==> config.mk <==
export PLATFORM = sky130hd
export DESIGN_NAME = frame_packer
export DESIGN_NICKNAME = d
export VERILOG_FILES = /design/src/rtl/frame_packer.sv
export SDC_FILE = /design/constraint.sdc
export NUM_CORES = 1
export LEC_CHECK = 0
export BUFFER_PORTS_ARGS = -buffer_cell sky130_fd_sc_hd__buf_2
export CORE_MARGIN = 1.5
export CORE_UTILIZATION = 57
export CTS_BUF_LIST = sky130_fd_sc_hd__clkbuf_8
export DETAILED_ROUTE_END_ITERATION = 10
export PLACE_DENSITY = 0.79
export SLEW_MARGIN = 30
export SYNTH_ARGS = -nofsm -noshare
export SYNTH_HDL_FRONTEND = slang
export SYNTH_SLANG_ARGS = --single-unit
==> constraint.sdc <==
create_clock -name clk -period 19.7 [get_ports clk]
set_clock_uncertainty 0.15 [all_clocks]
set_input_delay 0.985 -clock clk [delete_from_list [all_inputs] [get_ports clk]]
set_output_delay 0.985 -clock clk [all_outputs]
set_load 0.02 [all_outputs]
==> src/rtl/frame_packer.sv <==
// Packs 32-bit channel samples into 8-channel frames with a double-buffered valid/ack output.
// Optional PACKER_ERRCNT_EN adds a saturating 16-bit sync-error counter output.
module frame_packer #(
    parameter int CHANNELS = 8,
    parameter int WIDTH    = 32
) (
    input  logic                      clk,
    input  logic                      rst,
    input  logic                      enable,
    input  logic                      in_valid,
    output logic                      in_ready,
    input  logic                      in_sof,
    input  logic [WIDTH-1:0]          in_data,
    output logic                      valid,
    input  logic                      ack,
    output logic [CHANNELS*WIDTH-1:0] pdata,
    output logic                      syncErrIncr,
    output logic                      droppedIncr
`ifdef PACKER_ERRCNT_EN
    ,
    output logic [15:0]               syncErrCnt
`endif
);

    localparam int CW = $clog2(CHANNELS);
    localparam int FW = CHANNELS * WIDTH;
    localparam logic [CW-1:0] LAST = CW'(CHANNELS - 1);

    typedef enum logic [1:0] {
        HUNT,
        FILL,
        FULL
    } state_t;

    state_t          state_q, state_d;
    logic [CW-1:0]   ch_q, ch_d;
    logic [FW-1:0]   fill_q, fill_d;
    logic [FW-1:0]   pdata_q, pdata_d;
    logic            valid_q, valid_d;
    logic            sync_q, sync_d;
    logic            drop_q, drop_d;
    logic            accept;
    logic            out_free;

    assign in_ready = enable && !rst && (state_q != FULL);
    assign accept   = in_valid && in_ready;
    assign out_free = !valid_q || ack;

    always_comb begin
        state_d = state_q;
        ch_d    = ch_q;
        fill_d  = fill_q;
        pdata_d = pdata_q;
        valid_d = valid_q;
        sync_d  = 1'b0;
        drop_d  = 1'b0;
        if (valid_q && ack) valid_d = 1'b0;
        if (!enable) begin
            // Flush: pending and partial frames vanish silently, pdata is kept.
            state_d = HUNT;
            ch_d    = '0;
            fill_d  = '0;
            valid_d = 1'b0;
        end else begin
            unique case (state_q)
                HUNT: begin
                    if (accept && in_sof) begin
                        fill_d           = '0;
                        fill_d[WIDTH-1:0] = in_data;
                        ch_d             = CW'(1);
                        state_d          = FILL;
                    end else if (accept) begin
                        drop_d = 1'b1;
                    end
                end
                FILL: begin
                    if (accept && in_sof && ch_q != '0) begin
                        // SOF mid-frame (including on the last slot) restarts the frame.
                        fill_d            = '0;
                        fill_d[WIDTH-1:0] = in_data;
                        ch_d              = CW'(1);
                        sync_d            = 1'b1;
                    end else if (accept) begin
                        fill_d[ch_q*WIDTH +: WIDTH] = in_data;
                        if (ch_q == LAST) begin
                            ch_d    = '0;
                            state_d = FULL;
                        end else begin
                            ch_d = ch_q + 1'b1;
                        end
                    end
                end
                FULL: begin
                    if (out_free) begin
                        pdata_d = fill_q;
                        valid_d = 1'b1;
                        ch_d    = '0;
                        state_d = FILL;
                    end
                end
                default: state_d = HUNT;
            endcase
        end
    end

    always_ff @(posedge clk or posedge rst) begin
        if (rst) begin
            state_q <= HUNT;
            ch_q    <= '0;
            fill_q  <= '0;
            pdata_q <= '0;
            valid_q <= 1'b0;
            sync_q  <= 1'b0;
            drop_q  <= 1'b0;
        end else begin
            state_q <= state_d;
            ch_q    <= ch_d;
            fill_q  <= fill_d;
            pdata_q <= pdata_d;
            valid_q <= valid_d;
            sync_q  <= sync_d;
            drop_q  <= drop_d;
        end
    end

    assign valid       = valid_q;
    assign pdata       = pdata_q;
    assign syncErrIncr = sync_q;
    assign droppedIncr = drop_q;

`ifdef PACKER_ERRCNT_EN
    logic [15:0] cnt_q, cnt_d;

    always_comb begin
        cnt_d = cnt_q;
        if (sync_d && cnt_q != 16'hFFFF) cnt_d = cnt_q + 16'd1;
    end

    always_ff @(posedge clk or posedge rst) begin
        if (rst) cnt_q <= '0;
        else     cnt_q <= cnt_d;
    end

    assign syncErrCnt = cnt_q;
`endif

endmodule

# Word level (Yosys, flattened, before mapping)
# Cells that the tools add are included.
# W data, S select, Z words.
# word_totals
out_inout_bits	260
input_bits	38
ff_bits	520
# classes
reduce_logical	15
n_addsub	2
n_eq_ne	12
shifts	2
muxes	31
# ops
cell	count
$mux W256	4
$pmux W256 S2	1
$bwmux W256	1
$shift A32 B34 Y256 const A	1
$shiftx A32 B34 Y256	1
$neg A8 Y34	1
$mux W3	6
$ne A3 B3 Y1 const B	5
$mux W2	6
$mux W1	11
$pmux W3 S3	1
$logic_and A1 B1 Y1	6
$pmux W2 S3	1
$reduce_and A3 Y1	2
$reduce_and A5 Y1	1
$ne A4 B1 Y1 const B	1
$ne A4 B4 Y1 const B	1
$reduce_and A4 Y1	1
$add A3 B1 Y3 const B	1
$eq A3 B3 Y1 const B	1
$ne A3 B1 Y1 const B	1
$reduce_bool A3 Y1	1
$eq A2 B1 Y1 const B	1
$eq A2 B2 Y1 const B	1
other kinds (4)	5

# Logic depth before layout (Yosys ltp)
# logic_depth
depth_word	9
mapped_depth	10

# Least setup slack after synthesis
# Ideal clock, no wire load.
# synth_timing
kind	input -> output
startpoint	input enable
endpoint	output in_ready
stages	4
arrival_ps	2347
setup_slack_ps	16218
t_required_ps	18565
path_cell_list	clkbuf_1 > clkbuf_1 > clkbuf_1 > nor3b_1
# synth_via
elab_chain_cells	2
# synth_lines
item	line_no	text
start: declaration	9	input logic enable,
$logic_and A1 B1 Y1 (2 in series)	45	assign in_ready = enable && !rst && (state_q != FULL);
end: declaration	11	output logic in_ready,
# Every way passes these cells.

# Worst setup path after layout
# layout_timing
startpoint	register ch_q[0]
endpoint	register fill_q[84]
# layout_via
elab_chain_cells	7
elab_cells_between_ends	12
# layout_lines
item	line_no	text
start: declaration	36	logic [CW-1:0] ch_q, ch_d;
start signal: assignment	117	ch_q <= ch_d;
$neg A8 Y34	84	fill_d[ch_q*WIDTH +: WIDTH] = in_data;
$shiftx A32 B34 Y256 / $shift A32 B34 Y256 (equally long branches)	84	
$bwmux W256	84	
$mux W256	83	end else if (accept) begin
$mux W256	77	if (accept && in_sof && ch_q != '0) begin
$pmux W256 S2	65	unique case (state_q)
$mux W256	58	if (!enable) begin
end signal: assignment	118	fill_q <= fill_d;
end: declaration	37	logic [FW-1:0] fill_q, fill_d;
# Parallel ways exist; a longest one is shown, timed or not. The select of a mux whose other input is x is not followed.
# A chain may end at the register's enable or synchronous reset.

==> results.py <==
metrics = {
    "cts": {
        "clk_latency_ns": 0.63,
        "cts_tree": "built",
        "clock_sink_count": 520,
        "cts_root_buffer": "clkbuf_8",
        "clk_pin_slew_worst_paths_ns": 0.06,
        "post_cts_buffers": 0,
        "hold_buffers": 0,
        "clk_path_buf_depth": 3,
        "cts_made_buffers": 84,
        "htreeDepth": 3,
        "ctsResizeCount": 0,
    },
    "yosys": {
        "ys_warn_count": 0,
        "synth_top_area_cell": "dfrtp_1",
        "synth_edf_count": 0,
        "synthTopCellsByArea": "dfrtp_1, mux2_2, mux2i_1",
        "synth_common_cells": "dfrtp_1, mux2i_1, mux2_2",
        "async_flop_share": 1.00,
        "synth.most_common_cell": "dfrtp_1",
        "synth-seq-cells": 520,
        "synthCells": 1660,
        "synth_top_area_share": 0.600,
        "syn_avg_cell_area_um2": 13.1,
        "synth_fp_nets": 1708,
        "synthFlopType": "dfrtp_1",
        "netlist_area_um2": 21700,
        "synth_cell_types": 43,
        "seq_area_frac_synth": 0.600,
    },
    "place": {
        "dp.cells": 2364,
        "dp_hpwl_um": 36000,
        "numPortBuffers": 297,
        "gp_congestion": 0.837,
        "pre_cts_slack_ns": 15.57,
        "dpl_cell_area_um2": 23600,
    },
    "worst_setup_path": {
        "cp-start-kind": "flop",
        "slowest_delay_ns": 0.74,
        "worstRegToRegCells": 9,
        "cp_data_required_time_ns": 20.08,
        "path_class": "flop to flop",
        "timing.rr.end": "fill_q[84]$_DFFE_PP0P_",
        "reg2reg_slack_ns": 15.94,
        "cp.arrival_ns": 4.14,
        "cpMaxStageDelayCell": "buf_4",
        "crit_path_cell_trace": "inv_1 -> ha_1 -> ha_1 -> nor2b_1 -> o21ai_4 -> buf_4 -> buf_4 -> nand3_1 -> mux2i_1",
        "end_kind": "flop",
        "worstPathMaxFanout": 77,
        "r2r-start": "ch_q[0]$_DFFE_PP0P_",
    },
    "detailed_routing": {
        "antenna_left": 0,
        "drc_errors": 0,
        "wl_um": 58300,
        "drt_first_pass_iters": 7,
        "dr.first_iter.drc_count": 1127,
        "viasPerCell": 5.82,
        "vias": 14600,
        "wl_per_cell_um": 23.2,
    },
    "timing": {
        "holdWs_ns": 0.348,
        "setup_viol": 0,
        "fin_crit_sh": 0.191,
        "slew_headroom": 0.424,
        "finalHoldViolCount": 0,
        "final_max_slew_viol_count": 0,
        "fin_ws_ns": 15.94,
        "worstMarginPinSlew_ns": 0.864,
        "fmax_ghz": 0.266,
        "setup_tns_ns": 0,
        "fin_crit_ns": 3.76,
        "rsz0062_at_grt": "no",
    },
    "floorplan": {
        "die_w_um": 198,
        "ioPinCount": 298,
        "fp-row-count": 71,
        "coreArea_um2": 37600,
        "dieHeight_um": 198,
        "initial_core_util": 0.577,
        "dieArea_um2": 39200,
    },
    "global_routing": {
        "grt_usage": 0.305,
        "grt_overflow": 0,
        "grt_max_degree": 174,
        "antenna_found_initial": 2,
        "grt_pass1_vias": 15000,
        "grt_pass1_wl_um": 89500,
    },
    "power_and_ir_drop": {
        "vdd_drop_max_uv": 59.2,
        "p_leak_nw": 13.5,
        "total_power_mw": 2.39,
        "powerDensity_nw_per_um2": 94.0,
    },
    "final_layout": {
        "fin_nets": 1988,
        "area_growth_pct": 17.0,
        "final_util": 0.675,
        "stdcell_area_um2": 25400,
        "fillers": 2769,
        "fin_cells": 2515,
        "layout-drive-gt1-share": 0.360,
    },
    "run": {
        "max_cap_violations": 0,
    },
    "hold_path": {
        "holdCritStartpoint": "pdata[237]$_DFFE_PP0P_",
        "min_to": "pdata[237]$_DFFE_PP0P_",
        "hold_depth": 1,
        "worstHoldPathType": "flop to flop",
    },
    "status": {
        "outcome": "finished, final reports clean",
    },
}
[area by class of cell]
cell class,count,area (um^2),area share
clock inverter,33,156,0.00616
tap,511,639,0.0252
inverter,42,170,0.00671
timing repair buffer,323,1790,0.0706
sequential,520,13000,0.513
clock buffer,115,1580,0.0624
antenna,2,5.00,0.000197
multi-input combinational,969,8020,0.316
[registers in the layout, indices dropped and copies added (netlist names)]
signal       count
syncErrIncr      1
fill_q         256
ch_q             3
droppedIncr      1
pdata          256
valid            1
state_q          2
[cells in the final DEF, fill, tap and decap left out, drive strengths merged, types with 2 or more instances in the layout]
| cell type | n |
|---|---|
| mux2i | 258 |
| or3b | 2 |
| nand4 | 3 |
| clkinv | 5 |
| o21a | 2 |
| o211ai | 34 |
| inv | 69 |
| buf | 322 |
| nor2b | 4 |
| o2111a | 3 |
| nor2 | 6 |
| diode | 2 |
| a21oi | 2 |
| nand2 | 130 |
| nor3 | 3 |
| nand3 | 230 |
| nor4b | 3 |
| clkbuf | 116 |
| mux2 | 257 |
| and2 | 2 |
| nor3b | 2 |
| a2111oi | 2 |
| ha | 10 |
| dfrtp | 520 |
[critical path: cells and delay by family (launching register included)]
| kind | cells | cell delay, ns |
|---|---|---|
| flops | 1 | 0.46 |
| simple gates | 2 | 0.32 |
| fa+ha+maj | 2 | 0.59 |
| compound gates | 1 | 0.16 |
| buf+inv | 3 | 1.67 |
| mux | 1 | 0.17 |
[how the worst max path moves through the flow]
stage | cells after the start | slack (ns) | start | to
2_1_floorplan | 1 | 4.04 | rst | ch_q[0]$_DFFE_PP0P_
3_3_place_gp | 6 | 15.32 | enable | pdata[244]$_DFFE_PP0P_
3_5_place_dp | 6 | 15.57 | enable | pdata[244]$_DFFE_PP0P_
4_1_cts | 9 | 15.98 | ch_q[0]$_DFFE_PP0P_ | fill_q[140]$_DFFE_PP0P_
5_1_grt | 9 | 15.69 | ch_q[0]$_DFFE_PP0P_ | fill_q[217]$_DFFE_PP0P_
6_report | 9 | 15.94 | ch_q[0]$_DFFE_PP0P_ | fill_q[84]$_DFFE_PP0P_
[layer usage]
layer / vias up / wire (um) / global-route usage
met5: - / 13 / 0
met4: 2 / 2450 / 0.139
met1: 7557 / 24900 / 0.419
met2: 538 / 26900 / 0.465
li1: 6417 / - / -
met3: 121 / 4020 / 0.0698
[kinds of logic (layout without fill, tap and decap cells)]
group | after synthesis | after routing | share of synthesized area
muxes | 515 | 515 | 0.252
buffers and inverters | 171 | 513 | 0.0346
and+or+nand+nor | 390 | 390 | 0.0867
AOI/OAI and AO/OA | 54 | 54 | 0.0206
adders and majority gates | 10 | 10 | 0.00577
DFF | 520 | 520 | 0.600
other | 0 | 2 | 0
[power breakdown]
part | internal [mW] | switching, mW | total [mW]
Combinational | 0.0996 | 0.219 | 0.318
Sequential | 1.10 | 0.0180 | 1.12
Clock | 0.529 | 0.421 | 0.949
Power figures use the tool's default switching activity.
